==> config.mk <==
export PLATFORM = sky130hd
export DESIGN_NAME = key_encoder83
export DESIGN_NICKNAME = d
export VERILOG_FILES = /design/src/rtl/key_pkg.sv /design/src/rtl/sync2.sv /design/src/rtl/key_encoder83.sv
export SDC_FILE = /design/constraint.sdc
export NUM_CORES = 1
export LEC_CHECK = 0
export CELL_PAD_IN_SITES_DETAIL_PLACEMENT = 1
export CELL_PAD_IN_SITES_GLOBAL_PLACEMENT = 2
export CORE_MARGIN = 4
export CORE_UTILIZATION = 39
export DETAILED_ROUTE_END_ITERATION = 8
export GPL_ROUTABILITY_DRIVEN = 1
export PLACE_DENSITY_LB_ADDON = 0.15
export REMOVE_ABC_BUFFERS = 1
export SYNTH_ARGS = -nofsm -noshare
export SYNTH_HDL_FRONTEND = slang
export SYNTH_SLANG_ARGS = --single-unit
export TNS_END_PERCENT = 5
==> constraint.sdc <==
create_clock -name clk -period 2.6 [get_ports clk]
set_input_delay 0.39 -clock clk [delete_from_list [all_inputs] [get_ports clk]]
set_output_delay 0.39 -clock clk [all_outputs]
set_load 0.05 [all_outputs]
==> src/rtl/key_pkg.sv <==
// key_pkg: shared types and helpers for the key encoder and the LED/digit decoder.
package key_pkg;
   localparam int KEYS = 8;
   localparam int CODE_W = 3;
   typedef enum logic [1:0] {IDLE, DEBOUNCE, PRESSED, RELEASE} state_t;
   // Index of the highest set bit; callers never pass an all-zero vector.
   function automatic logic [CODE_W-1:0] prio8(input logic [KEYS-1:0] v);
      logic [CODE_W-1:0] r;
      r = '0;
      for (int i = 0; i < KEYS; i++) if (v[i]) r = i[CODE_W-1:0];
      return r;
   endfunction
   function automatic logic popcnt_gt1(input logic [KEYS-1:0] v);
      return (v & (v - 8'd1)) != '0;
   endfunction
endpackage

==> src/rtl/sync2.sv <==
// sync2: two-flop synchroniser for asynchronous level inputs.
module sync2 #(
   parameter int W = 8
) (
   input  logic         clk,
   input  logic         rst_n,
   input  logic [W-1:0] d_i,
   output logic [W-1:0] q_o
);
   logic [W-1:0] meta_q;
   always_ff @(posedge clk or negedge rst_n) begin
      if (!rst_n) begin
         meta_q <= '0;
         q_o    <= '0;
      end else begin
         meta_q <= d_i;
         q_o    <= meta_q;
      end
   end
endmodule

==> src/rtl/key_encoder83.sv <==
// key_encoder83: debounced 8-to-3 priority encoder for the push-buttons.
// The code is frozen at acceptance and held until the release is debounced.
module key_encoder83
   import key_pkg::*;
#(
   parameter int DEB_CYCLES = 50000,
   parameter int CNT_W = 16
) (
   input  logic              clk,
   input  logic              rst_n,
   input  logic [KEYS-1:0]   key_i,
   output logic [CODE_W-1:0] code_o,
   output logic              valid_o,
   output logic              press_o,
   output logic              multi_o
);
   localparam logic [CNT_W-1:0] CNT_LAST = CNT_W'(DEB_CYCLES - 1);
   logic [KEYS-1:0]   ks, snap_q, snap_d;
   logic [CNT_W-1:0]  cnt_q, cnt_d;
   state_t            state_q, state_d;
   logic [CODE_W-1:0] code_q, code_d;
   logic              valid_q, valid_d, press_q, press_d, multi_q, multi_d;
   sync2 #(.W(KEYS)) u_sync (.clk(clk), .rst_n(rst_n), .d_i(key_i), .q_o(ks));
   always_comb begin
      state_d = state_q;
      snap_d  = snap_q;
      cnt_d   = cnt_q;
      code_d  = code_q;
      valid_d = valid_q;
      multi_d = multi_q;
      press_d = 1'b0;
      case (state_q)
         IDLE: if (ks != '0) begin
            snap_d  = ks;
            cnt_d   = '0;
            state_d = DEBOUNCE;
         end
         DEBOUNCE: if (ks != snap_q) begin
            state_d = (ks == '0) ? IDLE : DEBOUNCE;
            snap_d  = ks;
            cnt_d   = '0;
         end else if (cnt_q == CNT_LAST) begin
            state_d = PRESSED;
            code_d  = prio8(snap_q);
            multi_d = popcnt_gt1(snap_q);
            valid_d = 1'b1;
            press_d = 1'b1;
         end else begin
            cnt_d = cnt_q + CNT_W'(1);
         end
         PRESSED: if (ks == '0) begin
            cnt_d   = '0;
            state_d = RELEASE;
         end
         // Keys coming back before the window expires count as release bounce.
         RELEASE: if (ks != '0) begin
            state_d = PRESSED;
         end else if (cnt_q == CNT_LAST) begin
            state_d = IDLE;
            valid_d = 1'b0;
         end else begin
            cnt_d = cnt_q + CNT_W'(1);
         end
         default: state_d = IDLE;
      endcase
   end
   always_ff @(posedge clk or negedge rst_n) begin
      if (!rst_n) begin
         state_q <= IDLE;
         snap_q  <= '0;
         cnt_q   <= '0;
         code_q  <= '0;
         valid_q <= 1'b0;
         press_q <= 1'b0;
         multi_q <= 1'b0;
      end else begin
         state_q <= state_d;
         snap_q  <= snap_d;
         cnt_q   <= cnt_d;
         code_q  <= code_d;
         valid_q <= valid_d;
         press_q <= press_d;
         multi_q <= multi_d;
      end
   end
   assign code_o  = code_q;
   assign valid_o = valid_q;
   assign press_o = press_q;
   assign multi_o = multi_q;
endmodule

; ---- After elaboration in Yosys (flattened, before gate mapping)
; Cells that the tools add are included.
[totals]
ff_bits = 48
inputBits = 10
out_inout_bits = 6
elab_cells = 70
[classes]
add_sub_neg = 2
eq_ne = 14
mux = 32
bitwise_logic = 2
reduce_logical = 11
[op_table]
columns = op, n
row1 = $mux W16, 5
row2 = $pmux W16 S4, 1
row3 = $mux W3, 6
row4 = $add A16 B1 Y16 const B, 1
row5 = $eq A16 B16 Y1 const B, 1
row6 = $mux W8, 2
row7 = $pmux W8 S2, 1
row8 = $reduce_bool A8 Y1, 2
row9 = $ne A2 B2 Y1 const B, 7
row10 = $mux W2, 6
row11 = $mux W1, 9
row12 = $reduce_and A3 Y1, 3
row13 = $and A8 B8 Y8, 1
row14 = $logic_not A8 Y1, 1
row15 = $ne A8 B8 Y1, 1
row16 = $pmux W2 S4, 1
row17 = $sub A8 B1 Y8 const B, 1
row18 = $ne A3 B3 Y1 const B, 2
row19 = $reduce_and A5 Y1, 1
row20 = $eq A2 B2 Y1 const B, 2
row21 = $reduce_and A4 Y1, 1
row22 = $reduce_bool A2 Y1, 2
row23 = $eq A2 B1 Y1 const B, 1
row24 = $logic_not A2 Y1, 1
row25 = other kinds (2), 2

; ---- Longest topological paths before layout
; Gate-level depths: netlist of the first run.
[depth]
ltp_word = 7
ltp_mapped = 7
ltp_nobuf = 6

; ---- By module
; Synthesis of the first run repeated with hierarchy kept, for this count alone.
[hier_totals]
cells_unflattened = 252
hier_area_um2 = 2459.9
[by_module_without_submodules]
columns = module, instances, cells_per_inst, area_each_um2, seq_area_each_um2
row1 = key_encoder83, 1, 236, 2059.5, 800.8
row2 = sync2, 1, 16, 400.4, 400.4

; ---- Worst setup path before layout of the first run
; Ideal clock, no wire load.
[synth_timing]
kind = register -> register
start = register cnt_q[12]
end = register code_q[0] (netlist: code_o[0])
t_arrival_ns = 1.741
required_time_ns = 2.475
slack_ns = 0.734
path_stages_with_launch = 6
path_buffers = 0
cell_sequence = dfrtp_1 > or3b_4 > nor4_4 > nand2_2 > nor4_4 > mux2_4
[synth_via]
elab_chain_cells = 2
[synth_rtl]
columns = item, line_no
row1 = start: declaration, key_encoder83.sv:19  ; logic [CNT_W-1:0] cnt_q, cnt_d;
row2 = start signal: assignment, key_encoder83.sv:79  ; cnt_q <= cnt_d;
row3 = $eq A16 B16 Y1, key_encoder83.sv:42  ; end else if (cnt_q == CNT_LAST) begin
row4 = $reduce_and A3 Y1 (no line), --
row5 = end signal: assignment, key_encoder83.sv:80  ; code_q <= code_d;
row6 = end: declaration, key_encoder83.sv:21  ; logic [CODE_W-1:0] code_q, code_d;
; Every way passes these cells.
; A chain may end at the register's enable or synchronous reset.

; ---- Worst setup path after layout of the first run
[layout_timing]
start = register cnt_q[0]
end = register code_q[0] (netlist: code_o[0])
; Same word-level chain as after synthesis.

==> results of run 1 <==
==> cell families (layout without fill, tap and decap cells) <==
family | Yosys count | count (layout) | share of synthesized area
buf+inv | 19 | 37 | 0.0324
flops | 48 | 48 | 0.509
compound gates | 47 | 47 | 0.145
xor+xnor | 9 | 9 | 0.0334
mux | 13 | 13 | 0.0679
simple gates | 72 | 72 | 0.206
fa+ha+maj | 1 | 1 | 0.00530
==> through the flow <==
stage | hold WS, ns | setup slack (ns) | power, mW | instance area [um2] | std cells
2_1_floorplan | 0.0944 | 0.600 | 0.831 | 2320 | 199
3_3_place_gp | 0.333 | 0.571 | 0.867 | 2590 | 294
3_5_place_dp | 0.336 | 0.443 | 0.873 | 2590 | 294
4_1_cts | 0.100 | 0.434 | 1.44 | 2710 | 302
5_1_grt | 0.135 | 0.215 | 1.48 | 2710 | 302
6_report | 0.0802 | 0.473 | 1.42 | 2710 | 302
==> critical path: cells and delay by family (launching register included) <==
family / cells / cell delay, ns
DFF: 1 / 0.42
and+or+nand+nor: 4 / 1.05
muxes: 1 / 0.34
adders and majority gates: 1 / 0.22
==> flip-flops by register name, indices dropped and copies added, names as in the netlist <==
register       count
cnt_q             16
snap_q             8
u_sync.meta_q      8
u_sync.q_o         8
code_o             3
state_q            2
multi_o            1
press_o            1
valid_o            1
==> area by class of cell <==
cell class	count	area share
inverters	9	0.0125
multi-input cells	142	0.399
repair buffers	20	0.0675
clock inverters	3	0.0171
flip-flops and latches	48	0.444
well taps	75	0.0347
clock buffers	5	0.0254
==> final timing paths <==
check / start / end / slack, ns / cells after the start
setup / recovery: cnt_q[0] / code_o[0] / 0.47 / 6
hold / removal: rst_n / code_o[1] / 0.08 / 1
setup reg to reg: cnt_q[0] / code_o[0] / 0.47 / 6
hold reg to reg: u_sync.meta_q[3] / u_sync.q_o[3] / 0.36 / 0
max in group asynchronous: rst_n / u_sync.q_o[4] / 1.79 / 2
min in group clk: u_sync.meta_q[3] / u_sync.q_o[3] / 0.36 / 0
==> routing by layer <==
layer	GRT usage	wire (um)	vias up
li1	-	-	818
met1	0.214	2500	893
met2	0.254	2390	40
met3	0.0298	207	5
met4	0.0489	53	0
met5	0	0	-
==> power by group <==
part	total, mW	internal [mW]	switching (mW)
logic	0.0700	0.0334	0.0366
clock network	0.560	0.290	0.270
registers	0.786	0.765	0.0209
==> placed cells by master, fill, tap and decap left out, drive strengths merged, types with 2 or more instances in the layout <==
cell,n
a211oi,3
a2111oi,2
nand2b,5
nand4bb,2
buf,6
clkdlybuf4s50,14
o21ai,4
o41ai,2
dfrtp,48
o31ai,6
xnor2,8
clkbuf,5
nor4,8
a22oi,5
o22ai,5
o21bai,2
inv,10
nand2,10
a21oi,5
nor2,11
nand4,9
nand4b,2
and4,3
mux2,12
nand3,8
a31oi,7
o32ai,2
and3,8
==> summary.md, run 1 <==
| Metric | Value |
|---|---|
| Final antenna-violating net count | `0` |
| Vias in the first global route | `1,859` |
| Post-synthesis instance total | `209` |
| Largest net degree at the start of global routing | `26` |
| Synth warn | `0` |
| DR iter-0 viols | `64` |
| DR WL/cell | `approximately 17 um` |
| CTS Buf Count | `5` |
| Layout area overhead | `14.8%` |
| TritonCTS clock tree | `yes` |
| Fill cell count | `644` |
| Worst EP required | `about 2.8 ns` |
| Final Setup Violations | `0` |
| GRT overflow | `0` |
| Clock sinks | `48` |
| Syn avg cell area | `around 11 um2` |
| Clk_skew | `0.00543 ns` |
| Total Wirelength | `5160 um` |
| Number of synthesized flops with an enable pin | `0` |
| Clock Latency Late Sink | `0.30 ns` |
| Detail Placement HPWL | `3750 um` |
| Sequential area share after synthesis | `0.509` |
| Max clock buf depth | `2` |
| Fin nets | `237` |
| Post-CTS Resized | `0` |
| Layout cells sized above 1 | `0.159` |
| Die width | `between 80 and 90 um` |
| Achievable Freq | `roughly 0.47 GHz` |
| Top-count cell post-synth | `dfrtp_1` |
| Via count | `1,756` |
| Global-route usage over all layers | `0.157` |
| Max-cap violations | `0` |
| Lkg Pwr | `1.07 nW` |
| Setup TNS | `0 ns` |
| TritonRoute pass-1 iters | `4` |
| Top cells by count, synth | `dfrtp_1 (48), nor2_1 (11), inv_1 (9)` |
| Post-CTS Repair Setup Buffers | `0` |
| Inserted Diodes | `0` |
| Htree depth | `2` |
| Worst Path Arrival | `2.32 ns` |
| Setup crit end kind | `flop` |
| Num ports | `16` |
| Die Ht | `85.8 um` |
| Initial antenna violation count | `0` |
| Final worst-path cycle share | `0.818` |
| Post-synth cell types | `48` |
| Largest cells by area after synthesis | `dfrtp_1 (51%), xnor2_1 (3.0%), mux2_2 (2.9%), mux2_4 (2.5%), o31ai_1 (1.9%)` |
| RePlAce Congestion | `0.785` |
| Final hold vios | `0` |
| Crit-path cells | `ha_1, nand4b_1, nor4_4, nand2_2, nor4_4, mux2_4` |
| Share of flip-flops with an asynchronous set or reset | `1.00` |
| Row Count | `28` |
| Slowest CP cell | `dfrtp_1` |
| Slowest cell delay on critical path | `0.42 ns` |
| Yosys top cell by area | `dfrtp_1` |
| Pwr per Cell Area | `523 mW/mm2` |
| Worst-margin pin slew | `0.631 ns` |
| Main synth FF type | `dfrtp_1` |
| Synth Cell Area | `0.00236 mm2` |
| Die area | `0.00736 mm2` |
| Setup CP Type | `flop to flop` |
| Final min period | `2.13 ns` |
| Drc violations | `0` |
| Multi-input logic area | `0.00108 mm2` |
| Initial core utilization | `0.401` |
| Post-synthesis register bit count | `between 40 and 50` |
| FF+latch area | `~0.0012 mm2` |
| Worst hold path class | `primary input to asynchronous set/reset pin` |
| Rel. slew slack | `0.575` |
| Peak supply drop | `0.329 mV` |
| Peak fanout along the critical path | `5` |
| Buffers on Ports | `15` |
| # hold bufs at CTS | `0` |
| Core Util, Final | `0.460` |
| Final slew viol count | `0` |
| Worst-path clk slew | `0.10 ns` |
| Startpoint types | `flop` |
| Top cell type's share of synthesized area | `0.509` |
| First-pass GRT wire length | `9260 um` |
| Core ar. | `0.00589 mm2` |
| Outcome | `finished clean` |
| Post-DR vias/cell | `5.81` |
| RSZ-0062 raised after global routing | `no` |
| CTS root buf | `clkbuf_8` |
| Critical Path Most Common Cell | `nor4_4` |
Note: power is estimated with default switching activity, not from simulation.
==> run 2: changes to the inputs <==
==> constraint.sdc (replaced) <==
create_clock -name clk -period 2.1 [get_ports clk]
set_input_delay 0.315 -clock clk [delete_from_list [all_inputs] [get_ports clk]]
set_output_delay 0.315 -clock clk [all_outputs]
set_load 0.05 [all_outputs]
==> summary.md, run 2 (same netlist as run 1, synthesis figures left out) <==
| Metric | Value |
|---|---|
| Post-DP Area | `0.00267 mm2 (was 0.00259 mm2)` |
| Num ports | `16 (unchanged)` |
| First-pass GRT wire length | `9650 um (was 9260 um)` |
| Switching Share | `0.232 (was 0.231)` |
| CTS root buf | `clkbuf_8 (unchanged)` |
| Outcome | `finished clean (unchanged)` |
| Final min period | `1.99 ns (was 2.13 ns)` |
| Setup CP Type | `flop to flop (unchanged)` |
| Core ar. | `0.00589 mm2 (unchanged)` |
| Final antenna-violating net count | `0 (unchanged)` |
| Part of the power in combinational logic | `0.056 (was 0.049)` |
| Worst Path Arrival | `2.19 ns (was 2.32 ns)` |
| Setup TNS | `0 ns (unchanged)` |
| Initial core utilization | `0.401 (unchanged)` |
| Worst-margin pin slew | `0.504 ns (was 0.631 ns)` |
| Most frequent cells in the layout | `dfrtp_1 (48), buf_4 (17), clkdlybuf4s50_1 (14) (was dfrtp_1 (48), clkdlybuf4s50_1 (14), nor2_1 (11))` |
| Largest net degree at the start of global routing | `22 (was 26)` |
| Final slew viol count | `0 (unchanged)` |
| DR WL/cell | `18.0 um (was 17.1 um)` |
| Worst-path clk slew | `0.10 ns (about the same)` |
| Pwr per Cell Area | `624 mW/mm2 (was 523 mW/mm2)` |
| Row Count | `28 (unchanged)` |
| TritonRoute pass-1 iters | `4 (unchanged)` |
| R2r setup slk | `0.11 ns (was 0.47 ns)` |
| Place WS | `0.00625 ns (was 0.443 ns)` |
| Internal | `1.35 mW (was 1.09 mW)` |
| Hold Path Depth | `0` |
| GRT overflow | `0 (unchanged)` |
| Final worst-path cycle share | `0.949 (was 0.818)` |
| Post-route setup slack | `0.108 ns (was 0.473 ns)` |
| Clk_skew | `0.00899 ns (was 0.00543 ns)` |
| Startpoint types | `flop (unchanged)` |
| Reg2reg end | `code_o[2] (was code_o[0])` |
| Total Wirelength | `5670 um (was 5160 um)` |
| Most common cell after layout, fill and taps aside | `dfrtp_1 (unchanged)` |
| Inserted Diodes | `0 (unchanged)` |
| Worst EP required | `2.30 ns (was 2.79 ns)` |
| Buffers on Ports | `15 (unchanged)` |
| Htree depth | `2 (unchanged)` |
| Sw power | `0.410 mW (was 0.328 mW)` |
| Die Ht | `85.8 um (unchanged)` |
| RePlAce Congestion | `0.835 (was 0.785)` |
| Detail Placement HPWL | `4170 um (was 3750 um)` |
| Peak supply drop | `0.362 mV (was 0.329 mV)` |
| Rel. slew slack | `0.663 (was 0.575)` |
| Reg-to-reg critical path startpoint | `cnt_q[13] (was cnt_q[0])` |
| Design area | `0.00282 mm2 (was 0.00271 mm2)` |
| Most flops, register | `cnt_q (unchanged)` |
| Clock Latency Late Sink | `0.30 ns (about the same)` |
| Post-DR vias/cell | `5.62 (was 5.81)` |
| Layout cells sized above 1 | `0.217 (was 0.159)` |
| Flip-flop count of the largest register after layout | `16 (unchanged)` |
| Die width | `85.8 um (unchanged)` |
| Global-route usage over all layers | `0.166 (was 0.157)` |
| Initial antenna violation count | `0 (unchanged)` |
| Worst hold path class | `flop to flop (was primary input to asynchronous set/reset pin)` |
| Drc violations | `0 (unchanged)` |
| Peak fanout along the critical path | `5 (unchanged)` |
| Worst hold start | `u_sync.meta_q[2]` |
| R2R depth | `6 (unchanged)` |
| Achievable Freq | `0.502 GHz (was 0.470 GHz)` |
| Vias in the first global route | `1,951 (was 1,859)` |
| Lkg Pwr | `1.14 nW (was 1.07 nW)` |
| Clock sinks | `48 (unchanged)` |
| Hold EP | `u_sync.q_o[2]` |
| Flop pwr share | `0.551 (was 0.555)` |
| Design Power | `1.76 mW (was 1.42 mW)` |
| Final Setup Violations | `0 (unchanged)` |
| Die area | `0.00736 mm2 (unchanged)` |
| TritonCTS clock tree | `yes (unchanged)` |
| Via count | `1,771 (was 1,756)` |
| Setup crit end kind | `flop (unchanged)` |
| Layout area overhead | `19.7% (was 14.8%)` |
| Max clock buf depth | `2 (unchanged)` |
| Clock share of power | `0.394 (was 0.396)` |
| Max-cap violations | `0 (unchanged)` |
| Fin nets | `250 (was 237)` |
| CTS Buf Count | `5 (unchanged)` |
| DR iter-0 viols | `97 (was 64)` |
| Final hold vios | `0 (unchanged)` |
## run 2: power by group through the flow
stage | logic, mW | registers (mW) | clock network [mW]
after floorplan | 0.0450 | 0.984 | 0
after global placement | 0.0930 | 0.985 | 0
after detailed placement | 0.0991 | 0.989 | 0
after CTS | 0.101 | 0.971 | 0.710
after global routing | 0.110 | 0.975 | 0.747
final | 0.0984 | 0.971 | 0.694
## run 2: routing by layer
metal | wire length (um) | global-route usage | vias up
met1 | 2780 | 0.235 | 900
li1 | - | - | 847
met5 | 0 | 0 | -
met3 | 130 | 0.0288 | 4
met2 | 2730 | 0.268 | 20
met4 | 32 | 0.0403 | 0
## run 2: metrics by stage
step                utilization  cells  hold slack [ns]
detailed placement        0.453    304            0.274
floorplan                     -    199           0.0194
global placement          0.453    304            0.256
CTS                       0.477    315            0.358
finish                    0.480    315            0.356
global route              0.480    315            0.366
## run 2: layout make-up
| cell class | instances | area, um2 |
|---|---|---|
| Fill cell | 629 | 3060 |
| Sequential cell | 48 | 1200 |
| Multi-Input combinational cell | 142 | 1100 |
| Timing Repair Buffer | 33 | 283 |
| Tap cell | 75 | 93.8 |
| Clock buffer | 5 | 68.8 |
| Clock inverter | 3 | 47.5 |
| Inverter | 9 | 33.8 |
## run 2: critical path: stages, from the launching register on
cell     delay [ns]
dfrtp_1        0.45
or3b_4         0.41
nor4_4         0.28
nand2_2        0.13
nor4_4         0.13
buf_4          0.19
mux2_4         0.30
## run 2: how the worst max path moves through the flow
stage	startpoint	endpoint	slack, ns	cells after the start
after global routing	u_sync.q_o[0]	cnt_q[6]	-0.02	5
after global placement	cnt_q[0]	code_o[2]	0.1	6
after floorplan	snap_q[5]	cnt_q[6]	0.1	5
after detailed placement	cnt_q[0]	code_o[2]	0.006	6
after CTS	cnt_q[13]	code_o[2]	0.005	6
final	cnt_q[13]	code_o[2]	0.11	6
## run 2: what timing repair did
item,CTS,global route
setup buffers,2,0
pin swaps,2,1
endpoints found under the setup margin,4,11
gates resized for setup,0,4
hold endpoints to repair,15,0
hold buffers,1,0
==> run 3: changes to the inputs <==
==> config.mk (replaced) <==
export PLATFORM = sky130hd
export DESIGN_NAME = key_encoder83
export DESIGN_NICKNAME = d
export VERILOG_FILES = /design/src/rtl/key_pkg.sv /design/src/rtl/sync2.sv /design/src/rtl/key_encoder83.sv
export SDC_FILE = /design/constraint.sdc
export NUM_CORES = 1
export LEC_CHECK = 0
export CORE_MARGIN = 4
export CORE_UTILIZATION = 49
export DETAILED_ROUTE_END_ITERATION = 8
export GPL_ROUTABILITY_DRIVEN = 1
export GPL_TIMING_DRIVEN = 0
export PLACE_DENSITY_LB_ADDON = 0.15
export REMOVE_ABC_BUFFERS = 1
export SYNTH_ARGS = -nofsm -noshare
export SYNTH_HDL_FRONTEND = slang
export SYNTH_SLANG_ARGS = --single-unit
==> summary.md, run 3 (same netlist as run 1, synthesis figures left out) <==
| Metric | Value |
|---|---|
| Flop pwr share | `0.557 (was 0.551)` |
| Post-route setup slack | `0.0707 ns (was 0.108 ns)` |
| GRT overflow | `0 (unchanged)` |
| Worst-margin pin slew | `0.505 ns (was 0.504 ns)` |
| R2R depth | `6 (unchanged)` |
| Worst-path clk slew | `0.09 ns (was 0.10 ns)` |
| Fill cell count | `355 (was 629)` |
| Pwr per Cell Area | `630 mW/mm2 (was 624 mW/mm2)` |
| Place WS | `-0.447 ns (was 0.00625 ns)` |
| Initial antenna violation count | `0 (unchanged)` |
| Buffers on Ports | `15 (unchanged)` |
| RePlAce Congestion | `0.820 (was 0.835)` |
| Final worst-path cycle share | `0.966 (was 0.949)` |
| Non-filler cells, final | `283 (was 315)` |
| Die area | `0.00599 mm2 (was 0.00736 mm2)` |
| Core ar. | `0.00450 mm2 (was 0.00589 mm2)` |
| Clock sinks | `48 (unchanged)` |
| Most flops, register | `cnt_q (unchanged)` |
| DR WL/cell | `16.3 um (was 18.0 um)` |
| Rel. slew slack | `0.663 (about the same)` |
| Dpl cells | `267 (was 304)` |
| Via count | `1,766 (was 1,771)` |
| Inserted Diodes | `0 (unchanged)` |
| Achievable Freq | `0.493 GHz (was 0.502 GHz)` |
| Most frequent cells in the layout | `dfrtp_1 (45), clkdlybuf4s50_1 (14), nor2_1 (11) (was dfrtp_1 (48), buf_4 (17), clkdlybuf4s50_1 (14))` |
| Vias in the first global route | `1,679 (was 1,951)` |
| Die width | `77.4 um (was 85.8 um)` |
| Final slew viol count | `0 (unchanged)` |
| Drc violations | `0 (unchanged)` |
| Setup crit end kind | `flop (unchanged)` |
| CP startpoint | `cnt_q[12] (was cnt_q[13])` |
| Worst setup path end | `code_o[2] (unchanged)` |
| Design area | `0.00278 mm2 (was 0.00282 mm2)` |
| Worst hold path class | `flop to flop (unchanged)` |
| First-pass GRT wire length | `7920 um (was 9650 um)` |
| Num ports | `16 (unchanged)` |
| Largest net degree at the start of global routing | `31 (was 22)` |
| DR iter-0 viols | `135 (was 97)` |
| Total Wirelength | `4620 um (was 5670 um)` |
| Global-route usage over all layers | `0.165 (was 0.166)` |
| Most common cell after layout, fill and taps aside | `dfrtp_1 (unchanged)` |
| Layout cells sized above 1 | `0.199 (was 0.217)` |
| Reg2reg end | `code_o[2] (unchanged)` |
| Worst Path Arrival | `2.22 ns (was 2.19 ns)` |
| Lkg Pwr | `1.10 nW (was 1.14 nW)` |
| Max clock buf depth | `2 (unchanged)` |
| Initial core utilization | `0.524 (was 0.401)` |
| Final min period | `2.03 ns (was 1.99 ns)` |
| Final Setup Violations | `0 (unchanged)` |
| Outcome | `finished clean (unchanged)` |
| Worst hold start | `u_sync.meta_q[3] (was u_sync.meta_q[2])` |
| TritonRoute pass-1 iters | `4 (unchanged)` |
| Final hold vios | `0 (unchanged)` |
| Switching Share | `0.228 (was 0.232)` |
| Peak fanout along the critical path | `6 (was 5)` |
| R2r setup slk | `0.07 ns (was 0.11 ns)` |
| Setup CP Type | `flop to flop (unchanged)` |
| Peak supply drop | `0.413 mV (was 0.362 mV)` |
| Part of the power in combinational logic | `0.052 (was 0.056)` |
| Final antenna-violating net count | `0 (unchanged)` |
| Post-DR vias/cell | `6.24 (was 5.62)` |
| Flip-flop count of the largest register after layout | `16 (unchanged)` |
| Fin nets | `241 (was 250)` |
| Sw power | `0.399 mW (was 0.410 mW)` |
| Reg-to-reg critical path startpoint | `cnt_q[12] (was cnt_q[13])` |
| Clock share of power | `0.391 (was 0.394)` |
| Startpoint types | `flop (unchanged)` |
| Htree depth | `2 (unchanged)` |
| Max-cap violations | `0 (unchanged)` |
| Clock Latency Late Sink | `0.30 ns (about the same)` |
| Detail Placement HPWL | `3070 um (was 4170 um)` |
| Row Count | `24 (was 28)` |
| Layout area overhead | `17.8% (was 19.7%)` |
| Internal | `1.35 mW (about the same)` |
| CTS root buf | `clkbuf_8 (unchanged)` |
| Die Ht | `77.4 um (was 85.8 um)` |
| Clk_skew | `0.00639 ns (was 0.00899 ns)` |
| Post-DP Area | `0.00255 mm2 (was 0.00267 mm2)` |
| Worst EP required | `2.29 ns (was 2.30 ns)` |
| TritonCTS clock tree | `yes (unchanged)` |
| CTS Buf Count | `5 (unchanged)` |
[run 3: worst min path at each step]
stage               slack [ns]            end  cells past startpoint
CTS                       0.36  u_sync.q_o[3]                      0
global placement          0.33  u_sync.q_o[7]                      0
floorplan                 0.02       cnt_q[0]                      0
finish                    0.35  u_sync.q_o[3]                      0
detailed placement        0.28      code_o[1]                      1
global route              0.36  u_sync.q_o[3]                      0
[run 3: metrics by stage]
stage	utilization	hold WS, ns	power, mW	TNS [ns]
2_1_floorplan	-	0.0194	1.03	0
3_3_place_gp	0.562	0.334	1.07	-24.51
3_5_place_dp	0.565	0.283	1.08	-3.24
4_1_cts	0.601	0.356	1.77	0
5_1_grt	0.617	0.360	1.82	-0.00769
6_report	0.617	0.354	1.75	0
[run 3: power groups by stage]
stage | Sequential [mW] | Clock (mW) | Combinational (mW)
final | 0.975 | 0.685 | 0.0916
after global routing | 0.980 | 0.742 | 0.103
after CTS | 0.973 | 0.703 | 0.0920
after detailed placement | 0.991 | 0 | 0.0887
after global placement | 0.988 | 0 | 0.0814
after floorplan | 0.984 | 0 | 0.0450
[run 3: layout make-up]
| cell class | instances | area (um2) | area share |
|---|---|---|---|
| flip-flops and latches | 48 | 1200 | 0.434 |
| clock inverters | 3 | 46.3 | 0.0167 |
| well taps | 52 | 65.1 | 0.0234 |
| repair buffers | 24 | 244 | 0.0878 |
| clock buffers | 5 | 68.8 | 0.0248 |
| inverters | 9 | 33.8 | 0.0122 |
| multi-input cells | 142 | 1120 | 0.402 |
[run 3: repair_timing]
action,CTS,global route
pin swaps,2,1
setup endpoints to repair,29,28
resized for setup,4,6
gates cloned,0,0
setup buffers,2,5
hold buffers,1,0
hold endpoints to repair,18,0
[run 3: metal layers]
layer,global-route usage,part of all wire,vias up
li1,-,-,835
met1,0.220,0.47,877
met4,0.0534,0.011,0
met3,0.0382,0.044,4
met5,0,0,-
met2,0.267,0.47,50
[run 3: worst max-delay path, stage by stage, from the launching register on]
cell and delay, ns:
dfrtp_2 0.45, or3b_4 0.41, nor4_4 0.25, nand2_2 0.12, nor4_4 0.24, buf_6 0.16, mux2_4 0.29
